[src/rtl/neighbor_match_node.sv]
// neighbor_match_node
// Time-multiplexed comparison node for the grid fabric. A request captures
// a self value and N neighbour values, then one neighbour is compared per
// clock against the self value using the captured relation. The per-neighbour
// matches are reduced with the captured combine rule, and the final match
// vector, match count and result bit are published together with a
// one-cycle done pulse. Published results stay stable until the next
// evaluation completes.

module neighbor_match_node #(
   parameter int W  = 2,
   parameter int N  = 4,
   parameter int CW = $clog2(N + 1)
) (
   input  logic            clk,
   input  logic            rst,
   input  logic            start,
   input  logic [W-1:0]    self_val,
   input  logic [N*W-1:0]  nbr_vals,
   input  logic [1:0]      mode,
   input  logic [1:0]      combine,
   input  logic [CW-1:0]   thresh,
   output logic            busy,
   output logic            done,
   output logic            result,
   output logic [CW-1:0]   match_count,
   output logic [N-1:0]    match_vec
);

   localparam int IW = (N > 1) ? $clog2(N) : 1;

   localparam logic [1:0] MODE_EQ = 2'b00;
   localparam logic [1:0] MODE_GT = 2'b01;
   localparam logic [1:0] MODE_LT = 2'b10;

   localparam logic [1:0] COMB_ANY    = 2'b00;
   localparam logic [1:0] COMB_ALL    = 2'b01;
   localparam logic [1:0] COMB_THRESH = 2'b10;

   typedef enum logic [1:0] {
      IDLE = 2'b00,
      SCAN = 2'b01,
      DONE = 2'b10
   } state_t;

   state_t          state_q,   state_d;
   logic [IW-1:0]   idx_q,     idx_d;
   logic [W-1:0]    self_q,    self_d;
   logic [N*W-1:0]  nbr_q,     nbr_d;
   logic [1:0]      mode_q,    mode_d;
   logic [1:0]      combine_q, combine_d;
   logic [CW-1:0]   thresh_q,  thresh_d;
   logic [N-1:0]    accVec_q,  accVec_d;
   logic [CW-1:0]   accCnt_q,  accCnt_d;
   logic            result_q,  result_d;
   logic [CW-1:0]   count_q,   count_d;
   logic [N-1:0]    vec_q,     vec_d;

   logic [W-1:0]    curNbr;
   logic            hit;
   logic            lastIdx;
   logic            reduced;

   // Select the neighbour under test and evaluate the captured relation on it
   always_comb begin
      curNbr  = nbr_q[idx_q*W +: W];
      lastIdx = (idx_q == IW'(N - 1));
      hit     = 1'b0;
      case (mode_q)
         MODE_EQ: hit = (self_q == curNbr);
         MODE_GT: hit = (self_q >  curNbr);
         MODE_LT: hit = (self_q <  curNbr);
         default: hit = (self_q != curNbr);
      endcase
   end

   // Next-state logic: accept requests, step through neighbours, publish results
   always_comb begin
      state_d   = state_q;
      idx_d     = idx_q;
      self_d    = self_q;
      nbr_d     = nbr_q;
      mode_d    = mode_q;
      combine_d = combine_q;
      thresh_d  = thresh_q;
      accVec_d  = accVec_q;
      accCnt_d  = accCnt_q;
      result_d  = result_q;
      count_d   = count_q;
      vec_d     = vec_q;
      reduced   = 1'b0;

      if ((state_q == IDLE || state_q == DONE) && start) begin
         self_d    = self_val;
         nbr_d     = nbr_vals;
         mode_d    = mode;
         combine_d = combine;
         thresh_d  = thresh;
         accVec_d  = '0;
         accCnt_d  = '0;
         idx_d     = '0;
         state_d   = SCAN;
      end else if (state_q == SCAN) begin
         accVec_d = accVec_q | (N'(hit) << idx_q);
         accCnt_d = accCnt_q + CW'(hit);
         case (combine_q)
            COMB_ANY:    reduced = (accCnt_d != '0);
            COMB_ALL:    reduced = (accCnt_d == CW'(N));
            COMB_THRESH: reduced = (accCnt_d >= thresh_q);
            default:     reduced = (accCnt_d == '0);
         endcase
         if (lastIdx) begin
            vec_d    = accVec_d;
            count_d  = accCnt_d;
            result_d = reduced;
            state_d  = DONE;
         end else begin
            idx_d = idx_q + IW'(1);
         end
      end else begin
         state_d = IDLE;
      end
   end

   // State and datapath registers with synchronous active-low reset
   always_ff @(posedge clk) begin
      if (!rst) begin
         state_q   <= IDLE;
         idx_q     <= '0;
         self_q    <= '0;
         nbr_q     <= '0;
         mode_q    <= '0;
         combine_q <= '0;
         thresh_q  <= '0;
         accVec_q  <= '0;
         accCnt_q  <= '0;
         result_q  <= 1'b0;
         count_q   <= '0;
         vec_q     <= '0;
      end else begin
         state_q   <= state_d;
         idx_q     <= idx_d;
         self_q    <= self_d;
         nbr_q     <= nbr_d;
         mode_q    <= mode_d;
         combine_q <= combine_d;
         thresh_q  <= thresh_d;
         accVec_q  <= accVec_d;
         accCnt_q  <= accCnt_d;
         result_q  <= result_d;
         count_q   <= count_d;
         vec_q     <= vec_d;
      end
   end

   assign busy        = (state_q == SCAN);
   assign done        = (state_q == DONE);
   assign result      = result_q;
   assign match_count = count_q;
   assign match_vec   = vec_q;

endmodule

[config.mk]
export PLATFORM = sky130hd
export DESIGN_NAME = neighbor_match_node
export DESIGN_NICKNAME = d
export VERILOG_FILES = /design/src/rtl/neighbor_match_node.sv
export SDC_FILE = /design/constraint.sdc
export NUM_CORES = 1
export LEC_CHECK = 0
export ABC_AREA = 1
export CORE_ASPECT_RATIO = 0.9
export CORE_MARGIN = 2
export CORE_UTILIZATION = 57
export CTS_BUF_LIST = sky130_fd_sc_hd__clkbuf_4 sky130_fd_sc_hd__clkbuf_8
export CTS_CLUSTER_SIZE = 25
export DETAILED_ROUTE_END_ITERATION = 6
export GPL_TIMING_DRIVEN = 0
export PLACE_DENSITY = 0.95
export SYNTH_ARGS = -nofsm -noshare
export SYNTH_HDL_FRONTEND = slang
export SYNTH_SLANG_ARGS = --single-unit
[constraint.sdc]
create_clock -name clk -period 6.8 [get_ports clk]
set_clock_uncertainty 0.1 [all_clocks]
set_input_delay 1.02 -clock clk [delete_from_list [all_inputs] [get_ports clk]]
set_output_delay 1.02 -clock clk [all_outputs]
set_load 0.05 [all_outputs]
==> flow_summary.json <==
{
  "max-vdd-ir-drop_v": 0.000131,
  "cts_resized": 0,
  "gp_routability_congestion": 0.808,
  "grt_max_degree": 11,
  "p_sw_mw": 0.122,
  "tightest_slew_ps": 507,
  "drt_first_iter_violations": 79,
  "clockBufferDepth": 2,
  "synth_top_area_cell": "dfxtp_1",
  "min_from": "match_count[2]$_SDFFE_PN0P_",
  "drt-total-wl_mm": 3.40,
  "cpMaxStageDelayCell": "dfxtp_1",
  "first_global_vias": 1364,
  "holdPathEnd": "match_count[2]$_SDFFE_PN0P_",
  "critPathKind": "reg -> reg",
  "syn_area_um2": 1600,
  "synth_nets": 234,
  "core_area_um2": 2700,
  "layout-drive-gt1-share_pct": 7.08,
  "n_antenna_cell": 0,
  "clkTransAtPathRegs_ps": 100,
  "antenna_found_initial": 0,
  "htreeDepth": 2,
  "power_density_nw_per_um2": 212,
  "holdBufCountCts": 0,
  "synthCells": 206,
  "io_buffers": 29,
  "ios": 30,
  "slew_headroom_pct": 66.1,
  "rrSetupSlack_ps": 3160,
  "maxSlewViolCount": 0,
  "ant_nets": 0,
  "grt_first_pass_wirelength_mm": 5.75,
  "num_vias": 1479,
  "synth.top_cell.area_share_pct": 44.9,
  "cp_data_arrival_time_ps": 3770,
  "die_w_um": 59.9,
  "start_kind": "flip-flop",
  "crit_top_cell": "nand2_1",
  "synth-edff-count": 0,
  "r2r-start": "idx_q[0]$_SDFFE_PP0P_",
  "synth_async_sr_flop_share_pct": 0,
  "worstReg2RegEnd": "result$_SDFFE_PN0P_",
  "routed_via_density": 5.48,
  "seq_area_frac_synth_pct": 44.9,
  "r2r_cells": 20,
  "rsz0062_at_grt": "no",
  "setup_viol": 0,
  "synthFlopType": "dfxtp_1",
  "slowest_delay_ps": 400,
  "avgSynthCellArea_um2": 7.79,
  "crit_chain": "inv_1 -> nand2_1 -> a32o_1 -> ha_1 -> nand2_1 -> nand2_1 -> nand2_1 -> nand3_1 -> and2_1 -> ha_1 -> ha_1 -> xnor2_1 -> inv_1 -> ha_1 -> a21oi_1 -> nand3_1 -> nand2_1 -> o211ai_1 -> nand3_1 -> nand2_1",
  "run_status": "finished clean",
  "drv_cap": 0,
  "hold_viol": 0,
  "yosys-top-cells-area": "dfxtp_1, o21ai_0, nor2_1",
  "cts_setup_buffers": 0,
  "initial_core_util_pct": 59.4,
  "path_buf_inv": 2,
  "hpwlAfterDp_mm": 2.57,
  "critPathMaxFanout": 8,
  "finalPower_mw": 0.417,
  "cp.required_ps": 6930,
  "cts_sinks": 36,
  "cts-root-buf": "clkbuf_4",
  "die_y_um": 54.3,
  "p_comb_share_pct": 21.5,
  "overflow": 0,
  "seqPwrFrac_pct": 54.9,
  "cellLeakagePower_nw": 0.831,
  "cts_made_buffers": 5,
  "yosysWarnings": 0,
  "period_needed_ps": 3640,
  "drc": 0,
  "endpoint_kind": "flip-flop",
  "finalSetupTns_ps": 0,
  "whs_path_depth": 2,
  "wire_per_inst_um": 12.6,
  "synth_common_cells": "dfxtp_1, nor2_1, o21ai_0",
  "rows": 18,
  "cp_top_family": "adder cells",
  "synth_cell_types": 25,
  "whs_ps": 368,
  "finalCritPeriodShare_pct": 53.5,
  "drt-pass1-iter-count": 4,
  "grt_usage_pct": 24.4,
  "fmax_ghz": 0.275,
  "syn2layout_area_growth_pct": 22.8,
  "clkPwrFrac_pct": 23.6,
  "dieArea_um2": 3250,
  "switching_share_pct": 29.2,
  "clkLatencyLatePin_ps": 350,
  "nets": 270,
  "cts_tree": "built",
  "hold_class": "reg -> reg",
  "yosys_register_bits": 36,
  "yosysMostFrequentCell": "dfxtp_1",
  "p_int_mw": 0.295
}
logic make-up after synthesis:
logic type      after synthesis  synth area share (%)
compound gates               55                  18.4
xor+xnor                      1                 0.546
fa+ha+maj                     8                  6.24
buf+inv                      34                  8.81
flops                        36                  44.9
simple gates                 72                  21.1
worst min-delay path, stage by stage, from the launching register on:
cell and delay (ps):
dfxtp_1 330, o21ai_1 70, inv_1 50
sequential cells by signal, indices dropped and copies added, names as in the netlist:
name         flops
match_count      3
result           1
mode_q           2
idx_q            2
self_q           2
accVec_q         4
match_vec        4
combine_q        2
accCnt_q         3
nbr_q            8
thresh_q         3
state_q          2
layout make-up:
class,instances,area [µm²]
clock buffers,5,37.5
multi-input cells,136,742
well taps,30,37.5
repair buffers,29,290
plain buffers,7,40.0
flip-flops and latches,36,721
inverters,27,101
fillers,209,733
power groups by stage:
stage | combinational (mW) | sequential, mW | clock [mW]
after detailed placement | 0.0888 | 0.234 | 0
after global routing | 0.104 | 0.231 | 0.106
final | 0.0897 | 0.229 | 0.0984
after floorplan | 0.0611 | 0.233 | 0
after CTS | 0.0894 | 0.229 | 0.0971
after global placement | 0.0850 | 0.233 | 0
cells in the final DEF, fill, tap and decap left out, drive strengths merged, types with 2 or more instances in the layout:
cell type      netlist  routed
nor2                37      37
ha                   8       8
nand3b               2       2
o21ai               30      30
a21oi               17      17
o21a                 4       4
dfxtp               36      36
clkdlybuf4s50        0      29
nand4                4       4
nand2               16      16
buf                  4       4
clkbuf               3       8
nand3               12      12
inv                 27      27
layer usage:
layer  wire (µm)  share of wire (%)  track usage [%]  vias up
li1            -                  -                -      750
met1        1480                 44             28.0      681
met2        1660                 49             42.6       42
met3         213                6.3             7.57        6
met4          44                1.3             9.26        0
met5           0                  0                0        -
worst max path at each step:
stage                     slack (ps)                  end  cells after the start             startpoint
after CTS                       3200  result$_SDFFE_PN0P_                     20  idx_q[0]$_SDFFE_PP0P_
after global routing            2740  result$_SDFFE_PN0P_                     20  idx_q[0]$_SDFFE_PP0P_
after global placement          3340  result$_SDFFE_PN0P_                     20  idx_q[0]$_SDFFE_PP0P_
after floorplan                 3680  result$_SDFFE_PN0P_                     20  idx_q[0]$_SDFFE_PP0P_
final                           3160  result$_SDFFE_PN0P_                     20  idx_q[0]$_SDFFE_PP0P_
after detailed placement        3250  result$_SDFFE_PN0P_                     20  idx_q[0]$_SDFFE_PP0P_
stage by stage:
stage	area (µm²)	setup WS [ps]	utilization, %	instances
floorplan	1600	3680	-	206
global placement	1930	3340	71.5	265
detailed placement	1930	3250	71.5	265
CTS	1970	3200	72.9	270
global route	1970	2740	72.9	270
finish	1970	3160	72.9	270
(Power assumes the default switching activity.)
